[config.mk]
export PLATFORM = sky130hd
export DESIGN_NAME = sha256_digest_collector
export DESIGN_NICKNAME = d
export VERILOG_FILES = /design/src/rtl/sha256_digest_collector.sv
export SDC_FILE = /design/constraint.sdc
export NUM_CORES = 1
export LEC_CHECK = 0
export ABC_AREA = 0
export CAP_MARGIN = 20
export CORE_UTILIZATION = 45
export CTS_CLUSTER_SIZE = 28
export DETAILED_ROUTE_END_ITERATION = 10
export DONT_BUFFER_PORTS = 1
export PLACE_DENSITY_LB_ADDON = 0.3
export SLEW_MARGIN = 0
export SYNTH_ARGS = -nofsm -noshare
export SYNTH_HDL_FRONTEND = slang
export SYNTH_SLANG_ARGS = --single-unit
[constraint.sdc]
create_clock -name clk -period 13.5 [get_ports clk]
set_input_delay 1.35 -clock clk [delete_from_list [all_inputs] [get_ports clk]]
set_output_delay 1.35 -clock clk [all_outputs]
set_load 0.03 [all_outputs]
[src/rtl/sha256_digest_collector.sv]
// Purpose: deserialises a 26-beat SHA-256 hash burst into a 256-bit digest with a leading-zero count.
// Latency: digest_valid rises 1 cycle after the last beat is sampled.
// Backpressure: the digest is held until digest_ready; beats arriving meanwhile are dropped (err_overrun).
// Optional feature: define DIGEST_TARGET_CMP_EN to build the target_met comparator.
module sha256_digest_collector #(
   parameter int BEAT_W  = 10,
   parameter int BEATS   = 26,
   parameter int TIMEOUT = 15
) (
   input  logic              clk,
   input  logic              rst,
   input  logic [BEAT_W-1:0] hash_in,
   input  logic              hash_valid,
   input  logic [8:0]        target_zeros,
   output logic [255:0]      digest_out,
   output logic [8:0]        lz_count,
   output logic              target_met,
   output logic              digest_valid,
   input  logic              digest_ready,
   output logic              err_overrun,
   output logic              err_timeout,
   output logic              err_pad
);

   localparam int DIG_W = 256;
   localparam int BUF_W = BEATS * BEAT_W;
   localparam int SHB_W = BUF_W - BEAT_W;
   localparam int PAD_W = BUF_W - DIG_W;
   localparam int CNT_W = $clog2(BEATS) + 1;
   localparam int GAP_W = $clog2(TIMEOUT + 1);
   localparam int LZ_BW = $clog2(BEAT_W + 1);

   localparam logic [CNT_W-1:0]  LAST_BEAT = CNT_W'(BEATS - 1);
   localparam logic [GAP_W-1:0]  GAP_LAST  = GAP_W'(TIMEOUT - 1);
   localparam logic [BEAT_W-1:0] PAD_MASK  = BEAT_W'((1 << PAD_W) - 1);

   typedef enum logic [1:0] {IDLE, COLLECT, HOLD, DRAIN} state_t;

   state_t             state;
   logic [SHB_W-1:0]   shift_buf;
   logic [CNT_W-1:0]   beat_cnt;
   logic [GAP_W-1:0]   gap_cnt;
   logic [8:0]         lz_acc;
   logic               all_zero;

   logic [BUF_W-1:0]   shifted;
   logic [LZ_BW-1:0]   beat_lzc;
   logic [LZ_BW-1:0]   last_lzc;
   logic [9:0]         lz_sum;
   logic [8:0]         lz_final;
   logic               hs;
   logic               start_burst;

   // Leading zeros of one beat, MSB first.
   function automatic logic [LZ_BW-1:0] lzc(input logic [BEAT_W-1:0] v);
      logic [LZ_BW-1:0] n;
      logic             hit;
      n   = '0;
      hit = 1'b0;
      for (int i = BEAT_W - 1; i >= 0; i--) begin
         if (!hit && !v[i]) n = n + LZ_BW'(1);
         else               hit = 1'b1;
      end
      return n;
   endfunction

   // Next buffer image, per-beat zero counts and the final saturated count.
   always_comb begin
      shifted     = {shift_buf, hash_in};
      beat_lzc    = lzc(hash_in);
      // Forcing the pad bits to one limits the last beat's count to its data bits.
      last_lzc    = lzc(hash_in | PAD_MASK);
      lz_sum      = {1'b0, lz_acc} + (all_zero ? 10'(last_lzc) : 10'd0);
      lz_final    = (lz_sum > 10'd256) ? 9'd256 : lz_sum[8:0];
      hs          = digest_valid & digest_ready;
      start_burst = hash_valid & ((state == IDLE) | ((state == HOLD) & hs));
   end

`ifndef DIGEST_TARGET_CMP_EN
   logic unused_target;
   assign unused_target = ^target_zeros;
   assign target_met    = 1'b0;
`endif

   // Control FSM, datapath registers and registered outputs.
   always_ff @(posedge clk) begin
      if (rst) begin
         state        <= IDLE;
         shift_buf    <= '0;
         beat_cnt     <= '0;
         gap_cnt      <= '0;
         lz_acc       <= '0;
         all_zero     <= 1'b0;
         digest_out   <= '0;
         lz_count     <= '0;
         digest_valid <= 1'b0;
         err_overrun  <= 1'b0;
         err_timeout  <= 1'b0;
         err_pad      <= 1'b0;
`ifdef DIGEST_TARGET_CMP_EN
         target_met   <= 1'b0;
`endif
      end else begin
         err_overrun <= 1'b0;
         err_timeout <= 1'b0;
         err_pad     <= 1'b0;
         case (state)
            IDLE: begin
               if (hash_valid) state <= COLLECT;
            end
            COLLECT: begin
               if (hash_valid) begin
                  // A beat always wins over a coincident timeout.
                  gap_cnt <= '0;
                  if (beat_cnt == LAST_BEAT) begin
                     digest_out   <= shifted[BUF_W-1 -: DIG_W];
                     lz_count     <= lz_final;
                     digest_valid <= 1'b1;
                     err_pad      <= |shifted[PAD_W-1:0];
                     beat_cnt     <= '0;
`ifdef DIGEST_TARGET_CMP_EN
                     target_met   <= (lz_final >= target_zeros);
`endif
                     state        <= HOLD;
                  end else begin
                     shift_buf <= shifted[SHB_W-1:0];
                     beat_cnt  <= beat_cnt + CNT_W'(1);
                     if (all_zero) lz_acc <= lz_acc + 9'(beat_lzc);
                     all_zero  <= all_zero & (hash_in == '0);
                  end
               end else if (gap_cnt >= GAP_LAST) begin
                  err_timeout <= 1'b1;
                  shift_buf   <= '0;
                  beat_cnt    <= '0;
                  gap_cnt     <= '0;
                  lz_acc      <= '0;
                  state       <= IDLE;
               end else begin
                  gap_cnt <= gap_cnt + GAP_W'(1);
               end
            end
            HOLD: begin
               if (hs) begin
                  digest_valid <= 1'b0;
                  state        <= hash_valid ? COLLECT : IDLE;
               end else if (hash_valid) begin
                  err_overrun <= 1'b1;
                  state       <= DRAIN;
               end
            end
            DRAIN: begin
               // Dropped beats never seed a new burst; wait for a quiet cycle.
               if (hs) digest_valid <= 1'b0;
               if (hash_valid) err_overrun <= 1'b1;
               else            state <= (digest_valid & ~digest_ready) ? HOLD : IDLE;
            end
            default: state <= IDLE;
         endcase

         // Beat 0 of a new burst, from IDLE or from a HOLD handshake cycle.
         if (start_burst) begin
            shift_buf <= {{(SHB_W - BEAT_W){1'b0}}, hash_in};
            beat_cnt  <= CNT_W'(1);
            gap_cnt   <= '0;
            lz_acc    <= 9'(beat_lzc);
            all_zero  <= (hash_in == '0);
         end
      end
   end

endmodule

Yosys cells after proc, flatten, opt, wreduce, memory -nomap -nowiden. Cells that the tools add are included.

Register bits after elaboration: 541. Input port bits: 23. Output and inout bits: 270.

$add $sub $neg: 13. $lt $le $gt $ge: 2. Equality and inequality tests: 17. Muxes and demuxes: 61. Bitwise operators: 10. Reductions and logical operators: 49.

Operators with widths (count): $mux 250 (3); $mux 4 (14); $mux 9 (5); $add 4x1->4 const B (10); $mux 1 (23); $mux 10 (2); $logic_not 1->1 (18); $mux 6 (3); $mux 2 (8); $ne 2x2->1 const B (6); $ne 3x3->1 const B (4); $reduce_and 3->1 (4); $reduce_and 4->1 (3); $add 9x4->10 (1); $gt 10x9->1 const B (1); $logic_not 10->1 (1); $add 9x4->9 (1); $logic_and 1x1->1 (9); $pmux 2 s4 (1); $reduce_bool 2->1 (4); $reduce_or 4->1 (2); $add 6x1->6 const B (1); $eq 6x5->1 const B (1); $and 1x1->1 (5); 14 further kinds (22).

Longest topological paths before layout.
Depth after elaboration: 33. Mapped depth: 26.

Worst setup path after synthesis. Ideal clock, no wire load.

Path type: in2reg. Start point: input hash_in[9]. End point: register lz_acc[3]. Setup time: 0.132 ns. Arrival time: 5.959 ns. Data required time: 13.368 ns. Setup slack: 7.409 ns. Cell stages on the path: 26. Cell sequence: clkbuf_1 > nor2_1 > ha_1 > o31a_1 > ha_1 > nor2_1 > o31ai_1 > a21boi_0 > ha_1 > nor2_1 > o22a_1 > ha_1 > nor2b_1 > mux2i_1 > mux2i_1 > xor2_2 > nand3_2 > xnor2_1 > xnor2_1 > ha_1 > a21boi_0 > nor3b_1 > mux2i_1 > nor2_1 > a41oi_1 > o311ai_1.

Word-level cells in the longest chain between the ends: 33. Elaborated cells between the ends (all ways): 52.

RTL lines: start, declared (line 12) `input logic [BEAT_W-1:0] hash_in,`; parallel branches: the longest is 26 deep, another holds $add 4x1->4; $mux 4 * (line 61) `if (!hit && !v[i]) n = n + LZ_BW'(1);`; $add 9x4->9 (line 128) `if (all_zero) lz_acc <= lz_acc + 9'(beat_lzc);`; $mux 9 (line 128); $mux 9 (line 115) `if (beat_cnt == LAST_BEAT) begin`; $mux 9 (line 112) `if (hash_valid) begin`; $mux 4 (line 107) `case (state)`; $mux 4 * (line 161) `if (start_burst) begin`; end signal, assigned (line 128); end signal, assigned (line 165) `lz_acc <= 9'(beat_lzc);`; end, declared (line 43) `logic [8:0] lz_acc;`.

Every way passes the cells marked *. The select of a mux whose other input is x is not followed. A chain may end at the register's enable or synchronous reset.

Final worst setup path.
Start point: input hash_in[8]. End point: register lz_acc[3].

Word-level cells in the longest chain between the ends: 33. Elaborated cells between the ends (all ways): 49.

RTL lines (line): $logic_not 1->1 * (61); $logic_and 1x1->1 * (61); parallel branches: the longest is 24 deep, another holds $add 4x1->4; $mux 4 * (61); $add 9x4->9 (128); $mux 9 (128); $mux 9 (115); $mux 9 (112); $mux 4 (107); $mux 4 * (161).

Marked as above.

==> results.sh <==
export IMPL_dp_hpwl_mm=31.58
export IMPL_ys_seq_area_share_pct=55.57
export IMPL_fp_dieW_um=210.1
export IMPL_initial_utilization_pct=46.05
export IMPL_rsz0062_at_grt="false"
export IMPL_cts_root_buffer="clkbuf_16"
export IMPL_clkSlewWorstSetupHoldPaths_ns=0.06
export IMPL_setup_viol=0
export IMPL_synth_fp_nets=2335
export IMPL_ir_drop_mv=0.09794
export IMPL_async_flop_share_pct=0
export IMPL_die_y_um=210.1
export IMPL_syn2layout_area_growth_pct=10.44
export IMPL_n_antenna_cell=0
export IMPL_end_kind="flop"
export IMPL_slowest_delay_ns=0.42
export IMPL_first_iter_violations=1164
export IMPL_synth_top_area_share_pct=55.57
export IMPL_ant_nets=0
export IMPL_die_area_um2=44140
export IMPL_clock_latency_ns=0.59
export IMPL_cts_made_buffers=56
export IMPL_num_fill_cells=3928
export IMPL_dr_pass1_iters=7
export IMPL_status="completed"
export IMPL_synth_edff_count=0
export IMPL_start_kind="input port"
export IMPL_finalNetCount=2228
export IMPL_ys_ff_latch=541
export IMPL_worst_slack_ns=7.320
export IMPL_grt_pass1_wl_mm=78.47
export IMPL_place_ws_ns=6.822
export IMPL_cp_common_cell="ha_1"
export IMPL_overflow=0
export IMPL_finalPower_mw=3.205
export IMPL_p_per_area_nw_per_um2=148.9
export IMPL_crit_slowest_cell="a21boi_0"
export IMPL_avgRoutedWirePerCell_um=17.94
export IMPL_synth_area_leader_cell="dfxtp_1"
export IMPL_syn_avg_cell_area_um2=8.514
export IMPL_hold_path_class="flop to flop"
export IMPL_routed_wl_mm=50.26
export IMPL_vias=15478
export IMPL_slew_viol_final=0
export IMPL_fin_crit_ns=6.180
export IMPL_clock_sinks=541
export IMPL_slew_headroom_pct=28.77
export IMPL_grt_max_degree=289
export IMPL_cts_tree="done"
export IMPL_final_hold_viol_count=0
export IMPL_setup_tns_ns=0
export IMPL_timing_fmax_mhz=161.8
export IMPL_fin_skew_ns=0.01672
export IMPL_std_cell_rows=75
export IMPL_yosysWarnings=0
export IMPL_netlist_instances=2289
export IMPL_htree_num_levels=2
export IMPL_first_global_vias=14234
export IMPL_post_cts_setup_buffers=0
export IMPL_power_leakage_nw=7.098
export IMPL_layout_common_cells="559 x nand2_1, 541 x dfxtp_1, 288 x a21oi_1, 281 x nor2_1, 240 x a22oi_1"
export IMPL_crit_family="compound AO/OA/AOI/OAI gates"
export IMPL_fin_hold_ws_ns=0.4543
export IMPL_critPathKind="input port to flop"
export IMPL_place_area_um2=19670
export IMPL_crit_buf_inv=0
export IMPL_vias_per_cell=5.526
export IMPL_portBuffers=0
export IMPL_ctsHoldBuffers=0
export IMPL_synth_area_top_cells="dfxtp_1 56%, nand2_1 11%, a22oi_1 9.2%, a21oi_1 7.4%, nor2_1 5.4%"
export IMPL_required_ns=13.96
export IMPL_core_area_um2=42320
export IMPL_ys_flop_type="dfxtp_1"
export IMPL_timing_final_crit_share_pct=45.78
export IMPL_synth_cell_type_count=64
export IMPL_grtUsageTotal_pct=21.97
export IMPL_drive_gt1_share_pct=5.890
export IMPL_drc=0
export IMPL_boundaryPins=293
export IMPL_final_area_um2=21520
export IMPL_gp_congestion=0.8320
export IMPL_max_cap_viol_count=0
export IMPL_cts_resized=0
export IMPL_clk_path_buf_depth=3
export IMPL_synth_area_um2=19490
export IMPL_path_max_fanout=7
export IMPL_cp_arrival_ns=6.64
export IMPL_worstMarginPinSlew_ns=1.068
export IMPL_layout_commonest_cell="nand2_1"
export IMPL_antenna_found_initial=0
[stage by stage]
step                      std cells  util (%)
after floorplan                2289         -
after global placement         2701     46.47
after detailed placement       2701     46.47
after CTS                      2801     50.86
after global routing           2801     50.86
final                          2801     50.86
[state kept, by name (all words and copies together), names as in the netlist]
| name | flops |
|---|---|
| shift_buf | 250 |
| digest_valid | 1 |
| digest_out | 256 |
| state | 2 |
| all_zero | 1 |
| err_timeout | 1 |
| gap_cnt | 4 |
| err_overrun | 1 |
| err_pad | 1 |
| lz_count | 9 |
| lz_acc | 9 |
| beat_cnt | 6 |
[routing by layer]
metal | wire length (um) | GRT usage [%]
met1 | 21510 | 28.17
met2 | 23800 | 35.85
met3 | 3941 | 6.615
met4 | 1013 | 5.915
met5 | 0 | 0
[path summary, 6_finish.rpt]
check                               startpoint               to  slack [ns]  cells past startpoint
worst max-delay path                hash_in[8]        lz_acc[3]        7.32                     25
worst min register to register  shift_buf[240]  digest_out[246]        0.45                      2
worst min-delay path            shift_buf[240]  digest_out[246]        0.45                      2
worst max register to register        state[0]      lz_count[3]        9.95                      8
[synth_stat cells (all sizes together), types with 2 or more instances]
library cell / n
nand2: 561
dfxtp: 541
a21oi: 288
nor2: 283
a22oi: 240
clkbuf: 173
nand3: 23
ha: 21
inv: 14
nand2b: 13
o21ai: 13
xor2: 12
xnor2: 10
buf: 7
mux2i: 7
nor3: 7
and3: 6
nor2b: 6
and2: 5
nand4: 5
a21o: 4
nor4: 4
o211ai: 4
a21boi: 3
nand4b: 3
nor3b: 3
o21a: 3
o22a: 3
a21bo: 2
a221oi: 2
fa: 2
mux2: 2
nand3b: 2
o211a: 2
or2: 2
[layout make-up]
type                       instances  area [um^2]  share of cell area, %
inverter                          14        52.55                 0.2442
timing repair buffer              15        112.6                 0.5232
clock buffer                      74         1579                  7.336
tap                              577        721.9                  3.354
clock inverter                    26        277.8                  1.291
sequential                       541        10830                  50.32
multi-input combinational       1554         7949                  36.93
[cells by family after synthesis]
group / after synthesis / synth area share [%]
xor gates and xnor gates: 22 / 1.027
and+or+nand+nor: 926 / 19.09
other: 1 / 0.01924
adders and majority gates: 23 / 1.554
AOI/OAI and AO/OA: 573 / 18.37
buffers and inverters: 194 / 3.852
muxes: 9 / 0.5136
DFF: 541 / 55.57
[where the power goes]
part           total (mW)  internal [mW]  switching, mW
sequential           1.60           1.60        0.00330
combinational      0.0719         0.0154         0.0565
clock                1.53          0.901          0.630
[worst register-to-register path: stages (launching register included)]
cell and delay, ns:
dfxtp_1 0.37, nor2b_1 0.72, nand2_1 0.30, nor3_4 0.26, buf_4 0.55, buf_4 0.75
nor2_1 0.30, nand2_1 0.12, o21ai_0 0.08
Power figures use the tool's default switching activity.
